File: src/rtl/uart_pkg.sv
// Shared register map, status bit positions and arbiter state encoding for
// the UART Lite sequencer.
package uart_pkg;

    typedef enum logic [3:0] {
        RX_FIFO  = 4'h0,
        STAT_REG = 4'h8
    } raddr_type;

    typedef enum logic [3:0] {
        TX_FIFO  = 4'h4,
        CTRL_REG = 4'hC
    } waddr_type;

    localparam int STAT_RX_VALID = 0;
    localparam int STAT_TX_FULL  = 3;

    localparam logic [3:0] WSTRB_BYTE0 = 4'b0001;

    typedef enum logic [2:0] {
        ST_IDLE,
        ST_STAT_AR,
        ST_STAT_R,
        ST_RX_AR,
        ST_RX_R,
        ST_TX_W,
        ST_TX_B
    } arb_state_type;

    typedef enum logic {
        GRANT_RX = 1'b0,
        GRANT_TX = 1'b1
    } grant_type;

endpackage

File: src/rtl/sync_fifo.sv
// Small circular buffer with wrap-bit pointers; head is readable without a
// pop so the consumer can present it and retire it later.
module sync_fifo #(
    parameter int WIDTH = 8,
    parameter int DEPTH = 4,
    parameter int PTR_W = $clog2(DEPTH)
) (
    input  logic             clk,
    input  logic             rstn,
    input  logic             push,
    input  logic [WIDTH-1:0] push_data,
    input  logic             pop,
    output logic [WIDTH-1:0] head,
    output logic             empty,
    output logic             full
);

    localparam logic [PTR_W:0] PTR_ONE = {{PTR_W{1'b0}}, 1'b1};

    logic [WIDTH-1:0] mem [DEPTH];
    logic [PTR_W:0]   wr_ptr_q;
    logic [PTR_W:0]   wr_ptr_d;
    logic [PTR_W:0]   rd_ptr_q;
    logic [PTR_W:0]   rd_ptr_d;
    logic             do_push;
    logic             do_pop;

    assign empty   = (wr_ptr_q == rd_ptr_q);
    assign full    = (wr_ptr_q[PTR_W-1:0] == rd_ptr_q[PTR_W-1:0]) &&
                     (wr_ptr_q[PTR_W] != rd_ptr_q[PTR_W]);
    assign do_push = push & ~full;
    assign do_pop  = pop & ~empty;
    assign head    = mem[rd_ptr_q[PTR_W-1:0]];

    always_comb begin
        wr_ptr_d = wr_ptr_q;
        rd_ptr_d = rd_ptr_q;
        if (do_push) begin
            wr_ptr_d = wr_ptr_q + PTR_ONE;
        end
        if (do_pop) begin
            rd_ptr_d = rd_ptr_q + PTR_ONE;
        end
    end

    always_ff @(posedge clk or negedge rstn) begin
        if (!rstn) begin
            wr_ptr_q <= '0;
            rd_ptr_q <= '0;
        end else begin
            wr_ptr_q <= wr_ptr_d;
            rd_ptr_q <= rd_ptr_d;
        end
    end

    // Storage carries no reset; the pointers alone define which entries are live.
    always_ff @(posedge clk) begin
        if (do_push) begin
            mem[wr_ptr_q[PTR_W-1:0]] <= push_data;
        end
    end

endmodule

File: src/rtl/uart_arbiter.sv
// Shares one AXI4-lite UART Lite slave between the RX byte consumer and a
// buffered TX byte producer, polling STAT_REG before every data access.
module uart_arbiter
    import uart_pkg::*;
#(
    parameter int TX_DEPTH = 4,
    parameter int PTR_W    = $clog2(TX_DEPTH)
) (
    input  logic        clk,
    input  logic        rstn,
    input  logic        rx_en,
    output logic        rx_valid,
    output logic [7:0]  rx_data,
    input  logic        rx_ready,
    input  logic        tx_valid,
    input  logic [7:0]  tx_data,
    output logic        tx_ready,
    output logic        tx_idle,
    output logic        err,
    output logic [3:0]  uart_axi_araddr,
    output logic        uart_axi_arvalid,
    input  logic        uart_axi_arready,
    output logic        uart_axi_rready,
    input  logic [31:0] uart_axi_rdata,
    input  logic [1:0]  uart_axi_rresp,
    input  logic        uart_axi_rvalid,
    output logic [3:0]  uart_axi_awaddr,
    output logic        uart_axi_awvalid,
    input  logic        uart_axi_awready,
    output logic [31:0] uart_axi_wdata,
    output logic [3:0]  uart_axi_wstrb,
    output logic        uart_axi_wvalid,
    input  logic        uart_axi_wready,
    output logic        uart_axi_bready,
    input  logic [1:0]  uart_axi_bresp,
    input  logic        uart_axi_bvalid
);

    arb_state_type state_q;
    arb_state_type state_d;
    grant_type     last_grant_q;
    grant_type     last_grant_d;
    logic          rx_valid_q;
    logic          rx_valid_d;
    logic [7:0]    rx_data_q;
    logic [7:0]    rx_data_d;
    logic [31:0]   wdata_q;
    logic [31:0]   wdata_d;
    logic          aw_done_q;
    logic          aw_done_d;
    logic          w_done_q;
    logic          w_done_d;
    logic          err_q;
    logic          err_d;
    logic          live_q;

    logic          fifo_push;
    logic          fifo_pop;
    logic [7:0]    fifo_head;
    logic          fifo_empty;
    logic          fifo_full;

    logic          r_hs;
    logic          b_hs;
    logic          rx_ok;
    logic          tx_ok;
    logic          aw_now;
    logic          w_now;
    logic          unused_rdata;

    assign unused_rdata = ^uart_axi_rdata[31:8];

    sync_fifo #(
        .WIDTH (8),
        .DEPTH (TX_DEPTH),
        .PTR_W (PTR_W)
    ) u_tx_fifo (
        .clk       (clk),
        .rstn      (rstn),
        .push      (fifo_push),
        .push_data (tx_data),
        .pop       (fifo_pop),
        .head      (fifo_head),
        .empty     (fifo_empty),
        .full      (fifo_full)
    );

    assign fifo_push = tx_valid & tx_ready;

    assign r_hs  = uart_axi_rvalid & uart_axi_rready;
    assign b_hs  = uart_axi_bvalid & uart_axi_bready;
    assign rx_ok = rx_en & ~rx_valid_q & uart_axi_rdata[STAT_RX_VALID];
    assign tx_ok = ~fifo_empty & ~uart_axi_rdata[STAT_TX_FULL];

    always_comb begin
        state_d      = state_q;
        last_grant_d = last_grant_q;
        rx_valid_d   = rx_valid_q;
        rx_data_d    = rx_data_q;
        wdata_d      = wdata_q;
        aw_done_d    = aw_done_q;
        w_done_d     = w_done_q;
        err_d        = err_q;
        fifo_pop     = 1'b0;
        aw_now       = aw_done_q | uart_axi_awready;
        w_now        = w_done_q | uart_axi_wready;

        if (rx_valid_q && rx_ready) begin
            rx_valid_d = 1'b0;
        end
        if ((r_hs && (uart_axi_rresp != 2'b00)) || (b_hs && (uart_axi_bresp != 2'b00))) begin
            err_d = 1'b1;
        end

        case (state_q)
            ST_IDLE: begin
                if ((rx_en && !rx_valid_q) || !fifo_empty) begin
                    state_d = ST_STAT_AR;
                end
            end
            ST_STAT_AR: begin
                if (uart_axi_arready) begin
                    state_d = ST_STAT_R;
                end
            end
            ST_STAT_R: begin
                if (uart_axi_rvalid) begin
                    // With both sides eligible, the side not served last wins.
                    if (rx_ok && (!tx_ok || (last_grant_q == GRANT_TX))) begin
                        state_d      = ST_RX_AR;
                        last_grant_d = GRANT_RX;
                    end else if (tx_ok) begin
                        state_d      = ST_TX_W;
                        last_grant_d = GRANT_TX;
                        wdata_d      = {24'd0, fifo_head};
                        aw_done_d    = 1'b0;
                        w_done_d     = 1'b0;
                    end else begin
                        state_d = ST_IDLE;
                    end
                end
            end
            ST_RX_AR: begin
                if (uart_axi_arready) begin
                    state_d = ST_RX_R;
                end
            end
            ST_RX_R: begin
                if (uart_axi_rvalid) begin
                    rx_data_d  = uart_axi_rdata[7:0];
                    rx_valid_d = 1'b1;
                    state_d    = ST_IDLE;
                end
            end
            ST_TX_W: begin
                aw_done_d = aw_now;
                w_done_d  = w_now;
                if (aw_now && w_now) begin
                    fifo_pop = 1'b1;
                    state_d  = ST_TX_B;
                end
            end
            ST_TX_B: begin
                if (uart_axi_bvalid) begin
                    state_d = ST_IDLE;
                end
            end
            default: begin
                state_d = ST_IDLE;
            end
        endcase
    end

    always_ff @(posedge clk or negedge rstn) begin
        if (!rstn) begin
            state_q      <= ST_IDLE;
            last_grant_q <= GRANT_TX;
            rx_valid_q   <= 1'b0;
            rx_data_q    <= 8'd0;
            wdata_q      <= 32'd0;
            aw_done_q    <= 1'b0;
            w_done_q     <= 1'b0;
            err_q        <= 1'b0;
            live_q       <= 1'b0;
        end else begin
            state_q      <= state_d;
            last_grant_q <= last_grant_d;
            rx_valid_q   <= rx_valid_d;
            rx_data_q    <= rx_data_d;
            wdata_q      <= wdata_d;
            aw_done_q    <= aw_done_d;
            w_done_q     <= w_done_d;
            err_q        <= err_d;
            live_q       <= 1'b1;
        end
    end

    // live_q keeps tx_ready/tx_idle low while reset is asserted.
    assign tx_ready = live_q & ~fifo_full;
    assign tx_idle  = live_q & fifo_empty & (state_q == ST_IDLE);
    assign rx_valid = rx_valid_q;
    assign rx_data  = rx_data_q;
    assign err      = err_q;

    assign uart_axi_araddr  = (state_q == ST_RX_AR) ? RX_FIFO : STAT_REG;
    assign uart_axi_arvalid = (state_q == ST_STAT_AR) || (state_q == ST_RX_AR);
    assign uart_axi_rready  = (state_q == ST_STAT_R) || (state_q == ST_RX_R);
    assign uart_axi_awaddr  = TX_FIFO;
    assign uart_axi_awvalid = (state_q == ST_TX_W) && !aw_done_q;
    assign uart_axi_wdata   = wdata_q;
    assign uart_axi_wstrb   = WSTRB_BYTE0;
    assign uart_axi_wvalid  = (state_q == ST_TX_W) && !w_done_q;
    assign uart_axi_bready  = (state_q == ST_TX_B);

endmodule

File: config.mk
export PLATFORM = sky130hd
export DESIGN_NAME = uart_arbiter
export DESIGN_NICKNAME = d
export VERILOG_FILES = /design/src/rtl/uart_pkg.sv /design/src/rtl/sync_fifo.sv /design/src/rtl/uart_arbiter.sv
export SDC_FILE = /design/constraint.sdc
export NUM_CORES = 1
export LEC_CHECK = 0
export ABC_AREA = 1
export BUFFER_PORTS_ARGS = -buffer_cell sky130_fd_sc_hd__buf_2
export CAP_MARGIN = 20
export CELL_PAD_IN_SITES_DETAIL_PLACEMENT = 1
export CELL_PAD_IN_SITES_GLOBAL_PLACEMENT = 2
export CORE_ASPECT_RATIO = 1.25
export CORE_MARGIN = 4
export CORE_UTILIZATION = 30
export DETAILED_ROUTE_END_ITERATION = 10
export PLACE_DENSITY_LB_ADDON = 0.1
export SYNTH_ARGS = -nofsm -noshare
export SYNTH_HDL_FRONTEND = slang
export SYNTH_HIERARCHICAL = 1
export SYNTH_SLANG_ARGS = --single-unit
File: constraint.sdc
create_clock -name clk -period 7.1 [get_ports clk]
set_clock_uncertainty 0.1 [all_clocks]
set_input_delay 1.065 -clock clk [delete_from_list [all_inputs] [get_ports clk]]
set_output_delay 1.065 -clock clk [all_outputs]
set_load 0.005 [all_outputs]
# == Yosys cells after proc, flatten, opt, wreduce, memory -nomap -nowiden ==
# Memories as Yosys holds them, arrays and structs flattened. A register that Yosys moved wholly into a read port is not among the register bits.
# Cells that the tools add are included.
# totals
word_cells,104
memories,1
ff_bits,23
mem_bits_rw,32
# mem_list
name,depth,word_bits,read_ports,rd_ports_with_merged_regs,wr,line_no,text
u_tx_fifo.mem,4,8,1,1,1,sync_fifo.sv:20,logic [WIDTH-1:0] mem [DEPTH];
# classes
n_reduce_logical,30
n_mux,25
addsub,2
bitwise,18
eq_ne,18
# ops
op,n
3-bit 2-to-1 mux,9
3-bit case mux with 7 select lines,1
"2-bit != test, second input constant",8
1-bit 2-to-1 mux,12
1-bit bitwise AND,11
"3-bit equality test, second input constant",3
1-bit logical AND,9
4-bit AND reduction,2
2-bit nonzero test,4
7-bit AND reduction,1
"3-bit by 1-bit adder with 3-bit output, second input constant",2
"3-bit by 2-bit equality test with 1-bit output, second input constant",2
1-bit logical NOT,6
1-bit logical OR,5
1-bit inverter,5
4-bit 2-to-1 mux,1
1-bit case mux with 2 select lines,2
"3-bit by 1-bit equality test with 1-bit output, second input constant",1
3-bit equality test,1
3-bit logical NOT,1
3-bit AND reduction,1
2-bit equality test,1
"2-bit by 1-bit != test with 1-bit output, second input constant",1
1-bit OR,2
other kinds (2),2

# == Logic depth before layout (Yosys ltp) ==
# Gate-level depths: netlist (run 1).
# depth
word_depth,9
depth_mapped,14
depth_no_buf,13

# == Hierarchy ==
# The synthesis (run 1) kept the hierarchy.
# by_module_without_submodules
mod,area_per_inst_um2,cells_per_inst,n_inst
sync_fifo,1667.8,140,1
uart_arbiter,1606.5,197,1

# == Worst setup path before layout (run 1) ==
# OpenSTA, ideal clock, no wires.
# synth_path
kind,input port to flip-flop
from,input port tx_valid
to,"memory u_tx_fifo.mem[0][0], enable pin"
cell_stages,3
setup_slack_ps,4617
n_path_buf,0
arrival_time_ps,2012
required_ps,6629
setup_ps,371
cell_sequence,nor3b_1 nand2_4 nor2_1
# synth_between
elab_chain_len,4
# synth_rtl
element,line_no,text
start: declaration,uart_arbiter.sv:15,"input logic tx_valid,"
1-bit bitwise AND,uart_arbiter.sv:88,assign fifo_push = tx_valid & tx_ready;
1-bit bitwise AND,sync_fifo.sv:31,assign do_push = push & ~full;
1-bit 2-to-1 mux,sync_fifo.sv:58,if (do_push) begin
1-bit 2-to-1 mux (implied by the code),sync_fifo.sv:59,mem[wr_ptr_q[PTR_W-1:0]] <= push_data;
end: declaration,sync_fifo.sv:20,
# No other way between the ends.

# == Worst setup path after layout (run 1) ==
# layout_path
from,register u_tx_fifo.rd_ptr_q[0]
to,output port tx_idle
# layout_between
elab_chain_len,3
# layout_rtl
element,line_no,text
start: declaration,sync_fifo.sv:23,logic [PTR_W:0] rd_ptr_q;
start signal: assignment,sync_fifo.sv:52,rd_ptr_q <= rd_ptr_d;
3-bit equality test,sync_fifo.sv:28,assign empty = (wr_ptr_q == rd_ptr_q);
via fifo_empty,uart_arbiter.sv:60,logic fifo_empty;
1-bit bitwise AND (2 in series),uart_arbiter.sv:200,assign tx_idle = live_q & fifo_empty & (state_q == ST_IDLE);
end: declaration,uart_arbiter.sv:18,"output logic tx_idle,"
# The timed path passes the listed nets, and every way through them passes these cells.

==> results.md, run 1 <==
- Detailed router's first-iteration violation count: 50
- Cell Rows: 42
- Power Dens Cells: 387.3 mW/mm²
- Metal2 WL: 3.790 mm
- Post_cts resized: 0
- Initial antenna violation count: 0
- WS Path Type: register to output port
- Worst Tran Pin Value: 838.2 ps
- WL/cell: 13.74 µm
- CTS HTree Levels: 3
- Share of cells above drive strength 1: 0.2625
- RSZ-0062 raised after global routing: false
- Die ar.: 0.01266 mm²
- Synthesis-stage register bit count: 63
- Root Buffer: clkbuf_16
- Yosys cell types: 30
- Crit path max fanout: 20
- First-pass GRT wire length: about 12 mm
- GPL Wtd Cong: roughly 0.78
- Worst slew margin: 0.4391
- Reg clk slew, reported paths: around 50 ps
- Crit. End Element: output port
- Num Clock Sinks: 63
- Max cap viols: 0
- Nets: 454
- CTS tree: built
- Setup crit start kind: register
- Synth area leader: edfxtp_1
- Final Core Density: 0.3586
- Drt pass-1 iters: 4
- Post-synth top area share: 0.2935
- DR top layer: met4
- Final instance area: 0.003806 mm²
- Routed wire length: 7.311 mm
- Ranking of synthesized cells by area: edfxtp_1 29%, dfrtp_1 23%, buf_4 8.5%
- Register area share after synthesis: 0.5308
- Post-DP Area: 0.003515 mm²
- Routed Antenna Nets: 0
- Post-CTS Setup Inserts: 0
- # port buffers: 55
- Outcome: finished, final reports clean
- Vias per cell: 4.340
- Fmax: between 200 and 300 MHz
- Final setup vio count: 0
- Post-Syn Area: about 0.0033 mm²
- P_leak: ~0.0019 µW
- Final HPWL DP: 5.422 mm
- I/O Pins: 115
- Post-synthesis average cell area: 9.716 µm²
- Fin crit period: 3432 ps
- Clock Path Buffers: 2
- Metal1 wirelength: 3.053 mm
- Final Power: 1474 µW
- Largest net degree at the start of global routing: 32
- Setup TNS: 0 ps
- Remaining DRCs: 0
- DR WL met3: around 350 µm
- Hold crit path type: register to register
- Final hold violations: 0
- Max Slew Vio Count: 0
- Post-Syn Instances: 337
- Diode count: 0
- Core Footprint: 0.01062 mm²
- Post-CTS Hold Buffers: 0
- Vias in the first global route: 2302
- Area growth from synthesis to layout: 16.24%
- Die Ht: around 120 µm
- Via Count: 2309
- CTS Buf Count: 9
- Final Cycle Share: 0.4834
- Initial core utilization: 0.3085
- Total track usage: 0.1204
- Yosys warning total: 6
- Skew-Pair Late Insertion Delay: 320 ps
- Critical path arrival: between 2000 and 2500 ps
- Worst VDD drop: 0.1866 mV
- Critical path required time: 5930 ps
- Die Wd: 101.4 µm
- GR Overflow Total: 0
==> flip-flops by register name, summed over array words and instances, names as in the netlist <==
signal,cells
uart_axi_wdata,8
last_grant_q,1
aw_done_q,1
u_tx_fifo/mem,32
live_q,1
rx_valid,1
u_tx_fifo/wr_ptr_q,3
state_q,3
u_tx_fifo/rd_ptr_q,3
w_done_q,1
rx_data,8
err,1
==> synth_stat cells <==
library cell and n:
mux2_2 7, nand2_2 3, inv_1 35, nor2_2 1
buf_6 4, buf_4 37, o21ai_0 22, nor2_4 2
nor3b_1 1, nor3_1 2, dfstp_2 1, nand4_4 1
nand3_1 12, nor2_1 31, nand2_4 4, buf_2 1
o21ai_2 8, nand3_2 2, conb_1 2, dfrtp_1 30
xor2_1 1, nand4_1 2, o22ai_1 9, nand2_1 72
inv_2 4, nand3_4 2, edfxtp_1 32, ha_1 5
inv_4 2, a21oi_1 2
==> cell type report <==
| class | count | area, µm² |
|---|---|---|
| Sequential cell | 63 | 1738 |
| Timing Repair Buffer | 55 | 275.3 |
| Multi-Input combinational cell | 225 | 1177 |
| Tap cell | 132 | 165.2 |
| Clock buffer | 11 | 232.7 |
| Fill cell | 1258 | 6809 |
| Clock inverter | 5 | 58.81 |
| Inverter | 41 | 158.9 |
==> layer usage <==
| metal | GRT usage | up-vias |
|---|---|---|
| met3 | 0.02913 | 12 |
| met2 | 0.2065 | 52 |
| li1 | - | 1137 |
| met4 | 0.04695 | 0 |
| met5 | 0 | - |
| met1 | 0.1422 | 1108 |
==> worst max-delay path: stages (launching register included) <==
cell and delay, ps:
dfrtp_1 780, nand2_1 200, nand2_4 140, nand3_2 130, inv_1 190, inv_1 60, nor3_1 280, buf_2 170
==> path summary, 6_finish.rpt <==
check                                                   from                                end  slack [ps]  cells past startpoint
setup / recovery           u_tx_fifo/rd_ptr_q[0]$_DFFE_PN0P_                            tx_idle        3670                      7
min in group asynchronous                               rstn             rx_data[4]$_DFFE_PN0P_         720                      1
hold reg to reg                     last_grant_q$_DFFE_PN1P_           last_grant_q$_DFFE_PN1P_         360                      2
setup reg to reg           u_tx_fifo/rd_ptr_q[0]$_DFFE_PN0P_      u_tx_fifo/mem[0][1]$_DFFE_PP_        3870                      8
max in group asynchronous                               rstn  u_tx_fifo/rd_ptr_q[1]$_DFFE_PN0P_        5680                      1
hold / removal                      last_grant_q$_DFFE_PN1P_           last_grant_q$_DFFE_PN1P_         360                      2
==> cells by family (layout without fill, tap and decap cells) <==
logic type | Yosys count | in the layout | share of synthesized area
AOI/OAI and AO/OA | 41 | 41 | 0.07528
xor gates and xnor gates | 1 | 1 | 0.002675
adders and majority gates | 5 | 5 | 0.01911
buffers and inverters | 83 | 112 | 0.1486
DFF | 63 | 63 | 0.5308
muxes | 7 | 7 | 0.02407
other | 2 | 36 | 0.002294
and+or+nand+nor | 135 | 135 | 0.1972
==> placed cells by master (no fill, tap or decap), types with 3 or more instances in the layout <==
cell type / Yosys / layout
o21ai_0: 22 / 22
nand2_2: 3 / 3
edfxtp_1: 32 / 32
inv_1: 35 / 35
nand3_1: 12 / 12
o21ai_2: 8 / 8
ha_1: 5 / 5
nand2_1: 72 / 72
nor2_1: 31 / 31
conb_1: 2 / 36
dfrtp_1: 30 / 30
inv_2: 4 / 4
buf_2: 1 / 55
clkbuf_16: 0 / 9
o22ai_1: 9 / 9
mux2_2: 7 / 7
nand2_4: 4 / 4
==> per-stage QoR <==
stage	hold slack (ps)	instances	setup WS, ps
2_1_floorplan	342.1	371	4617
4_1_cts	364.3	532	3588
3_3_place_gp	351.8	516	3789
5_1_grt	400.4	532	3424
6_report	359.4	532	3668
3_5_place_dp	352.9	516	3732
==> power breakdown <==
| group | internal [µW] | switching [µW] | leakage [µW] |
|---|---|---|---|
| sequential | 481 | 86.0 | 0.000679 |
| clock | 272 | 153 | 0.000137 |
| combinational | 184 | 298 | 0.00104 |
| total | 936 | 538 | 0.00185 |
Note: power is estimated with default switching activity, not from simulation.
==> run 2: changes to the inputs <==
--- a/config.mk
+++ b/config.mk
@@ -12,7 +12,7 @@
 export CELL_PAD_IN_SITES_GLOBAL_PLACEMENT = 2
 export CORE_ASPECT_RATIO = 1.25
 export CORE_MARGIN = 4
-export CORE_UTILIZATION = 30
+export CORE_UTILIZATION = 27
 export DETAILED_ROUTE_END_ITERATION = 10
 export PLACE_DENSITY_LB_ADDON = 0.1
 export SYNTH_ARGS = -nofsm -noshare
==> constraint.sdc (replaced) <==
create_clock -name clk -period 3 [get_ports clk]
set_clock_uncertainty 0.1 [all_clocks]
set_input_delay 0.45 -clock clk [delete_from_list [all_inputs] [get_ports clk]]
set_output_delay 0.45 -clock clk [all_outputs]
set_load 0.005 [all_outputs]
==> run 2 against run 1 <==
  * First-iteration DRC count up 58%
  * Setup slack worse by 3100 ps
  * Global-route usage down 0.83 points
  * Via count up 0.95%
  * Routed wire length up 2.4%
  * Critical endpoint unchanged
==> results.md, run 2 (synthesis results as in run 1) <==
- Peak per-stage delay on the critical path: 570 ps (-210 ps)
- Final Cycle Share: 0.8248
- Skew-Pair Late Insertion Delay: 330 ps (about the same)
- Cell Rows: 44 (+4.8%)
- Via Count: 2331 (+0.95%)
- Setup crit start kind: register
- Nets: 462 (+1.8%)
- RSZ-0062 raised after global routing: false
- Area occupied by multi-input gates: 0.001177 mm² (unchanged)
- Worst slew margin: 0.4737 (+0.03456)
- Worst Tran Pin Value: 789.5 ps (-48.74 ps)
- Switch share: 0.3780 (+0.01321)
- Fraction of power consumed by combinational cells: 0.353 (+0.026)
- GR Overflow Total: 0 (unchanged)
- Crit path top cell by count: inv_1
- Post_cts resized: 0 (unchanged)
- Final instance area: 0.003884 mm² (+2.0%)
- Reg clk slew, reported paths: 60 ps (about the same)
- Total track usage: 0.1121 (-0.008331)
- P_leak: 0.001891 µW (+2.1%)
- Post-DP Area: 0.003611 mm² (+2.7%)
- Worst VDD drop: 0.3600 mV (+93%)
- GPL Wtd Cong: 0.6768 (-13%)
- Initial core utilization: 0.2792 (-0.02923)
- Outcome: finished, final reports clean
- Final HPWL DP: 5.508 mm (+1.6%)
- Vias per cell: 4.097 (-5.6%)
- I/O Pins: 115 (unchanged)
- Fin crit period: approximately 2500 ps
- Max reg flops: 32 (unchanged)
- Drt pass-1 iters: 4 (unchanged)
- CTS tree: built
- Detailed router's first-iteration violation count: 79 (+58%)
- Die ar.: 0.01396 mm² (+10%)
- Fmax: 404.1 MHz
- Crit-path cells: nand2_1 > nand2_4 > nand3_2 > inv_1 > inv_1 > nor3_1 > buf_2
- Routed wire length: 7.486 mm (+2.4%)
- Largest net degree at the start of global routing: 32 (unchanged)
- Reg area: 0.001738 mm² (unchanged)
- CTS HTree Levels: 3 (unchanged)
- WS Path Type: register to output port
- Die Wd: 106.5 µm (+5.0%)
- Buf+Inv Stages, Crit Path: 3 (unchanged)
- Commonest non-fill, non-tap cell in the layout: nand2_1
- Fill cell count: 1380 (+9.7%)
- Final hold violations: 0 (unchanged)
- Critical path arrival: 1920 ps (-350 ps)
- Remaining DRCs: 0 (unchanged)
- Seq pwr share: 0.374 (-0.011)
- Final setup vio count: 0 (unchanged)
- Most frequent cells in the layout: 72 x nand2_1, 55 x buf_2, 36 x conb_1
- Crit path max fanout: 8 (-60%)
- Initial antenna violation count: 0 (unchanged)
- Critical path required time: 2450 ps (-3480 ps)
- Max cap viols: 0 (unchanged)
- Core Footprint: 0.01173 mm² (+10%)
- Area growth from synthesis to layout: 18.61%
- Crit. End Element: output port
- Routed Antenna Nets: 0 (unchanged)
- CTS Buf Count: 9 (unchanged)
- Internal power: 2168 µW (+130%)
- First-pass GRT wire length: 12.29 mm (+5.1%)
- Diode count: 0 (unchanged)
- Share of cells above drive strength 1: 0.2794 (+0.01691)
- Max Slew Vio Count: 0 (unchanged)
- Num Clock Sinks: 63 (unchanged)
- Root Buffer: clkbuf_16
- CP max-delay cell: dfrtp_1
- Crit path max-delay family: simple AND/OR/NAND/NOR gates
- Die Ht: 131.1 µm (+5.1%)
- Clock Path Buffers: 2 (unchanged)
- Setup TNS: 0 ps (unchanged)
- P_sw: 1318 µW (+150%)
- # port buffers: 55 (unchanged)
- Post-CTS Hold Buffers: 0 (unchanged)
- Hold crit path type: primary input to async pin
- WL/cell: 13.16 µm (-4.3%)
- Power Dens Cells: 897.6 mW/mm² (+130%)
- Post-CTS Setup Inserts: 0 (unchanged)
- Clock Power Share: 0.273 (-0.015)
- Vias in the first global route: 2376 (+3.2%)
## run 2: cell types whose count changed in the layout (fill, tap and decap cells not counted)
cell / change
clkinv_1: +1
clkinv_2: +1
clkbuf_1: -2
inv_6: +2
clkinvlp_4: -1
buf_4: +8
bufinv_16: -1
## run 2: path summary, 6_finish.rpt
check,slack (ps),endpoint,depth (start not counted),from
min,110,rx_data[2]$_DFFE_PN0P_,1,rstn
min in group clk,210,rx_valid$_DFF_PN0_,2,rx_ready
max in group asynchronous,2190,u_tx_fifo/rd_ptr_q[1]$_DFFE_PN0P_,1,rstn
max,530,tx_idle,7,u_tx_fifo/rd_ptr_q[0]$_DFFE_PN0P_
max reg2reg,850,uart_axi_wdata[7]$_DFFE_PN0P_,11,u_tx_fifo/rd_ptr_q[0]$_DFFE_PN0P_
min reg2reg,360,last_grant_q$_DFFE_PN1P_,2,last_grant_q$_DFFE_PN1P_
## run 2: worst reg2reg max path: stages, from the launching register on
cell and delay (ps):
dfrtp_1 570, inv_4 70, nand2_4 70, nand2_4 60
nand3_2 120, inv_1 120, nor2_4 160, nand2_1 80
nand2_2 130, nand4_4 310, nand2_1 190, o21ai_2 60
## run 2: power by group through the flow
stage	registers, µW	clock network (µW)	logic [µW]
6_report	1300	952	1230
5_1_grt	1340	1040	1430
4_1_cts	1310	998	1280
3_5_place_dp	1330	0	1270
3_3_place_gp	1320	0	1260
2_1_floorplan	1270	0	936
## run 2: metrics by stage
stage                     total power [µW]  hold slack [ps]  std cells  utilization  setup slack (ps)
after global routing                  3802            167.6        569       0.3312             321.3
final                                 3486            106.2        569       0.3312             525.6
after detailed placement              2598            355.7        553       0.3079             797.1
after CTS                             3585            139.5        569       0.3312             500.7
after global placement                2572            352.8        553       0.3079             829.5
after floorplan                       2206            54.41        371            -             747.1
## run 2: per-layer routing
metal | GRT usage | up-vias | share of wire
met5 | 0 | - | 0
met4 | 0.03838 | 0 | 0.0096
met3 | 0.03140 | 5 | 0.052
met2 | 0.1977 | 53 | 0.53
met1 | 0.1297 | 1122 | 0.41
li1 | - | 1151 | -
## run 2: layout make-up
class	count	area share
repair buffers	63	0.08634
inverters	41	0.04091
flip-flops and latches	63	0.4475
clock inverters	7	0.01224
clock buffers	9	0.05799
well taps	161	0.05187
multi-input cells	225	0.3032
